### src/rtl/lsu_bus_adapter.sv
// lsu_bus_adapter: load/store unit with one outstanding transaction on a request/response data bus.
// It rejects illegal or misaligned accesses locally and issues word-aligned bus transactions with byte enables.
module lsu_bus_adapter #(
   parameter int ADDR_WIDTH = 32,
   parameter int TIMEOUT    = 255
) (
   input  logic                  clk,
   input  logic                  rst,
   input  logic                  req_valid,
   output logic                  req_ready,
   input  logic                  req_wen,
   input  logic [2:0]            req_funct3,
   input  logic [ADDR_WIDTH-1:0] req_addr,
   input  logic [31:0]           req_wdata,
   output logic                  resp_valid,
   output logic [31:0]           resp_rdata,
   output logic                  resp_err,
   output logic                  mem_req_valid,
   input  logic                  mem_req_ready,
   output logic [ADDR_WIDTH-1:0] mem_addr,
   output logic                  mem_wen,
   output logic [31:0]           mem_wdata,
   output logic [3:0]            mem_wmask,
   input  logic                  mem_resp_valid,
   input  logic [31:0]           mem_rdata
);
   localparam int CW = $clog2(TIMEOUT + 1);
   typedef enum logic [1:0] {IDLE, REQ, WAIT, RESP} state_t;
   state_t                state_q, state_d;
   logic [CW-1:0]         cnt_q, cnt_d;
   logic                  wen_q, wen_d;
   logic [2:0]            f3_q, f3_d;
   logic [1:0]            off_q, off_d;
   logic [ADDR_WIDTH-1:0] addr_q, addr_d;
   logic [31:0]           wdata_q, wdata_d;
   logic [3:0]            wmask_q, wmask_d;
   logic [31:0]           rdata_q, rdata_d;
   logic                  err_q, err_d;
   logic                  legal, misaligned, timed_out;
   logic [CW-1:0]         cnt_inc;
   logic [31:0]           w, ld;
   always_comb begin
      legal = req_wen ? (req_funct3 inside {3'b000, 3'b001, 3'b010})
                      : (req_funct3 inside {3'b000, 3'b001, 3'b010, 3'b100, 3'b101});
      misaligned = (req_funct3[1:0] == 2'b01 && req_addr[0]) ||
                   (req_funct3[1:0] == 2'b10 && req_addr[1:0] != 2'b00);
      cnt_inc = (cnt_q == CW'(TIMEOUT)) ? cnt_q : cnt_q + 1'b1;
      // the response wins when it lands in the same cycle the budget runs out
      timed_out = int'(cnt_q) + 1 >= TIMEOUT;
      w = mem_rdata >> {off_q, 3'b000};
      ld = f3_q == 3'b000 ? {{24{w[7]}}, w[7:0]} :
           f3_q == 3'b100 ? {24'b0, w[7:0]} :
           f3_q == 3'b001 ? {{16{w[15]}}, w[15:0]} :
           f3_q == 3'b101 ? {16'b0, w[15:0]} : w;
      state_d = state_q;
      cnt_d   = '0;
      wen_d   = wen_q;
      f3_d    = f3_q;
      off_d   = off_q;
      addr_d  = addr_q;
      wdata_d = wdata_q;
      wmask_d = wmask_q;
      rdata_d = '0;
      err_d   = 1'b0;
      case (state_q)
         IDLE: if (req_valid) begin
            wen_d   = req_wen;
            f3_d    = req_funct3;
            off_d   = req_addr[1:0];
            addr_d  = {req_addr[ADDR_WIDTH-1:2], 2'b00};
            wdata_d = req_funct3[1:0] == 2'b00 ? {4{req_wdata[7:0]}} :
                      req_funct3[1:0] == 2'b01 ? {2{req_wdata[15:0]}} : req_wdata;
            wmask_d = !req_wen ? 4'b0000 :
                      req_funct3[1:0] == 2'b00 ? 4'b0001 << req_addr[1:0] :
                      req_funct3[1:0] == 2'b01 ? 4'b0011 << req_addr[1:0] : 4'b1111;
            err_d   = !legal || misaligned;
            state_d = err_d ? RESP : REQ;
         end
         REQ: begin
            cnt_d   = cnt_inc;
            state_d = mem_req_ready ? WAIT : REQ;
         end
         WAIT: begin
            cnt_d = cnt_inc;
            if (mem_resp_valid) begin
               state_d = RESP;
               rdata_d = wen_q ? 32'h0 : ld;
            end else if (timed_out) begin
               state_d = RESP;
               err_d   = 1'b1;
            end
         end
         default: state_d = IDLE;
      endcase
   end
   always_ff @(posedge clk or negedge rst) begin
      if (!rst) begin
         state_q <= IDLE;
         cnt_q   <= '0;
         wen_q   <= 1'b0;
         f3_q    <= '0;
         off_q   <= '0;
         addr_q  <= '0;
         wdata_q <= '0;
         wmask_q <= '0;
         rdata_q <= '0;
         err_q   <= 1'b0;
      end else begin
         state_q <= state_d;
         cnt_q   <= cnt_d;
         wen_q   <= wen_d;
         f3_q    <= f3_d;
         off_q   <= off_d;
         addr_q  <= addr_d;
         wdata_q <= wdata_d;
         wmask_q <= wmask_d;
         rdata_q <= rdata_d;
         err_q   <= err_d;
      end
   end
   // ready is qualified by rst so the core sees no acceptance while reset is held
   assign req_ready     = rst && state_q == IDLE;
   assign resp_valid    = state_q == RESP;
   assign resp_rdata    = rdata_q;
   assign resp_err      = err_q;
   assign mem_req_valid = state_q == REQ;
   assign mem_addr      = addr_q;
   assign mem_wen       = wen_q && state_q == REQ;
   assign mem_wdata     = wdata_q;
   assign mem_wmask     = wmask_q;
endmodule

### config.mk
export PLATFORM = sky130hd
export DESIGN_NAME = lsu_bus_adapter
export DESIGN_NICKNAME = d
export VERILOG_FILES = /design/src/rtl/lsu_bus_adapter.sv
export SDC_FILE = /design/constraint.sdc
export NUM_CORES = 1
export LEC_CHECK = 0
export BUFFER_PORTS_ARGS = -buffer_cell sky130_fd_sc_hd__buf_4
export CAP_MARGIN = 0
export CELL_PAD_IN_SITES_DETAIL_PLACEMENT = 1
export CELL_PAD_IN_SITES_GLOBAL_PLACEMENT = 1
export CORE_MARGIN = 5
export CORE_UTILIZATION = 37
export DETAILED_ROUTE_END_ITERATION = 10
export PLACE_DENSITY = 0.81
export SKIP_CTS_REPAIR_TIMING = 1
export SLEW_MARGIN = 20
export SYNTH_ARGS = -nofsm -noshare
export SYNTH_HDL_FRONTEND = slang
export SYNTH_SLANG_ARGS = --single-unit
### constraint.sdc
create_clock -name clk -period 2.6 [get_ports clk]
set_input_delay 0.52 -clock clk [delete_from_list [all_inputs] [get_ports clk]]
set_output_delay 0.52 -clock clk [all_outputs]
set_load 0.02 [all_outputs]
==> results.ini <==
[outcome]
status=complete, no violations

[global_routing]
grt_pass1_wl_mm=28.12
grt_pass1_vias=5064
track_usage_pct=20.31
grt_max_degree=116
grt.overflow.total=0
antenna_found_initial=1

[cells_and_area]
diodes=0
final_cell_mix=212 x buf_4, 115 x dfrtp_1, 53 x mux2_2, 45 x a21oi_1, 44 x o21ai_0
final_util_pct=53.20
multiInputGateArea_um2=2370
regArea_um2=2878
stdcell_count=889
fill_cells=1630
drive_above_1_share_pct=44.68
synthToLayoutAreaGrowth_pct=41.39
layout.cells.most_common=buf_4
nets=807

[worst_setup_path]
critPathMaxFanout=16
worstPathArrival_ps=2530
worst-setup-path-type=reg -> reg
end_kind=register
worst_setup_path_start_kind=register
crit_required_ps=2840

[cts]
htree_levels=4
path_clk_slew_ps=60
cts.sinks=115
worstSkewPairLatency_ps=410
cts_tree=done
clock_path_buffers=2
cts_root_buf=clkbuf_16
numCtsBuffers=17

[place]
port-buffer-count=207
dp_hpwl_mm=13.34
routabilityCongestion=0.8529
place_inst=857

[logic_synthesis]
syn_area_um2=5469
yosysUniqueCellTypes=52
ys_seq_area_share_pct=52.62
ys_warn_count=0
synth_edf_count=0
syn_inst=491
avgSynthCellArea_um2=11.14
synth_seq_cells=115
postSynth.asyncResetShare_pct=100.0
synth_ff_type=dfrtp_1

[timing]
fin_skew_ps=8.574
hold_viol_final=0
final_max_slew_viol_count=0
setup_violations=0
period_minus_slack_ps=2283
period_share_pct=87.80
worstMarginPinSlew_ps=665.9
timing.slew.headroom_pct=55.50
fmax_ghz=0.4381
rsz0062_at_grt=false
tns_ps=0

[power_and_ir_drop]
p_per_area_nw_per_um2=1195
peakVddDrop_v=0.0007336
p_leak_nw=3.784

[detailed_routing]
wire_per_inst_um=20.04
vias_per_cell=5.186
drc=0
num_vias=4610
drtPass1Iterations=5
wl_mm=17.82
drt_iter0_drc=276
ant_nets=0

[run]
max_cap_violations=0

[die]
die_h_um=131.6
die-area_um2=17310
core.rowCount=44
ios=210
start_util_pct=37.63
die_w_um=131.6
core_um2=14530

[hold_path]
hp-class=in -> async

## per-layer routing
metal | vias up | track usage [%] | share of wire, %
met2 | 183 | 34.42 | 50
li1 | 2133 | - | -
met1 | 2269 | 24.01 | 41
met4 | 0 | 6.114 | 1.9
met3 | 25 | 7.683 | 7.4
met5 | - | 0 | 0
## final timing paths
kind | from | endpoint | slack (ps) | depth (start not counted)
setup / recovery | off_q[1] | resp_rdata[24] | 320 | 5
setup reg to reg | off_q[1] | resp_rdata[24] | 320 | 5
max in group asynchronous | rst | f3_q[1] | 1890 | 2
hold / removal | rst | mem_addr[10] | 230 | 2
min in group clk | req_addr[8] | mem_addr[8] | 340 | 2
hold reg to reg | mem_wdata[22] | mem_wdata[22] | 490 | 2
## power breakdown
part           switching [mW]  internal (mW)
logic                    2.26           1.76
registers               0.472           2.46
clock network           0.878           1.42
total                    3.61           5.64
## state kept, by name, indices dropped and copies added (netlist names)
name and cells:
state_q 2, wen_q 1, cnt_q 8, resp_rdata 32, mem_addr 30, f3_q 3, mem_wmask 4, off_q 2
resp_err 1, mem_wdata 32
## worst max-delay path, stage by stage, from the launching register on
cell      delay, ps
dfrtp_1         730
clkinv_1        220
mux2i_1         290
a21oi_1         130
nand2_1         520
o21ai_0         210
## cell type report
type / count / area share (%)
Timing Repair Buffer: 214 / 21.10
Multi-Input combinational cell: 334 / 30.65
Sequential cell: 115 / 37.22
Tap cell: 184 / 2.977
Inverter: 10 / 0.4854
Clock buffer: 18 / 5.550
Clock inverter: 14 / 2.023
## Yosys cell counts, types with 3 or more instances
cell type	instances	area share (%)
dfrtp_1	115	53
mux2_2	53	11
a21oi_1	45	4.1
o21ai_0	44	4.0
mux2i_1	40	7.3
nand2_1	37	2.5
nor2_1	35	2.4
clkbuf_1	14	0.96
ha_1	10	2.3
o21ai_2	10	1.6
a211oi_1	9	1.2
inv_1	9	0.62
buf_2	8	0.73
nand3_1	5	0.46
a31oi_1	4	0.46
and3_1	4	0.46
nand2b_1	4	0.46
buf_6	3	0.62
## cells by family after synthesis
family                     count (synthesis)  share of synthesized area [%]
buffers and inverters                     43                          4.255
adders and majority gates                 10                          2.288
and+or+nand+nor                           98                          7.870
other                                      1                        0.06857
xor gates and xnor gates                   4                         0.6407
DFF                                      115                          52.62
muxes                                     95                          18.85
AOI/OAI and AO/OA                        125                          13.41
## per-stage QoR
| stage | hold WS [ps] | power, mW | worst slack, ps | instance area, um2 |
|---|---|---|---|---|
| 6_report | 233.8 | 9.244 | 317.2 | 7732 |
| 5_1_grt | 268.6 | 9.768 | 227.7 | 7732 |
| 2_1_floorplan | 224.4 | 5.272 | 704.7 | 5473 |
| 3_5_place_dp | 475.7 | 6.997 | 374.4 | 7147 |
| 4_1_cts | 282.3 | 9.363 | 387.3 | 7732 |
| 3_3_place_gp | 462.9 | 6.804 | 532.3 | 7147 |
(Power assumes the default switching activity.)
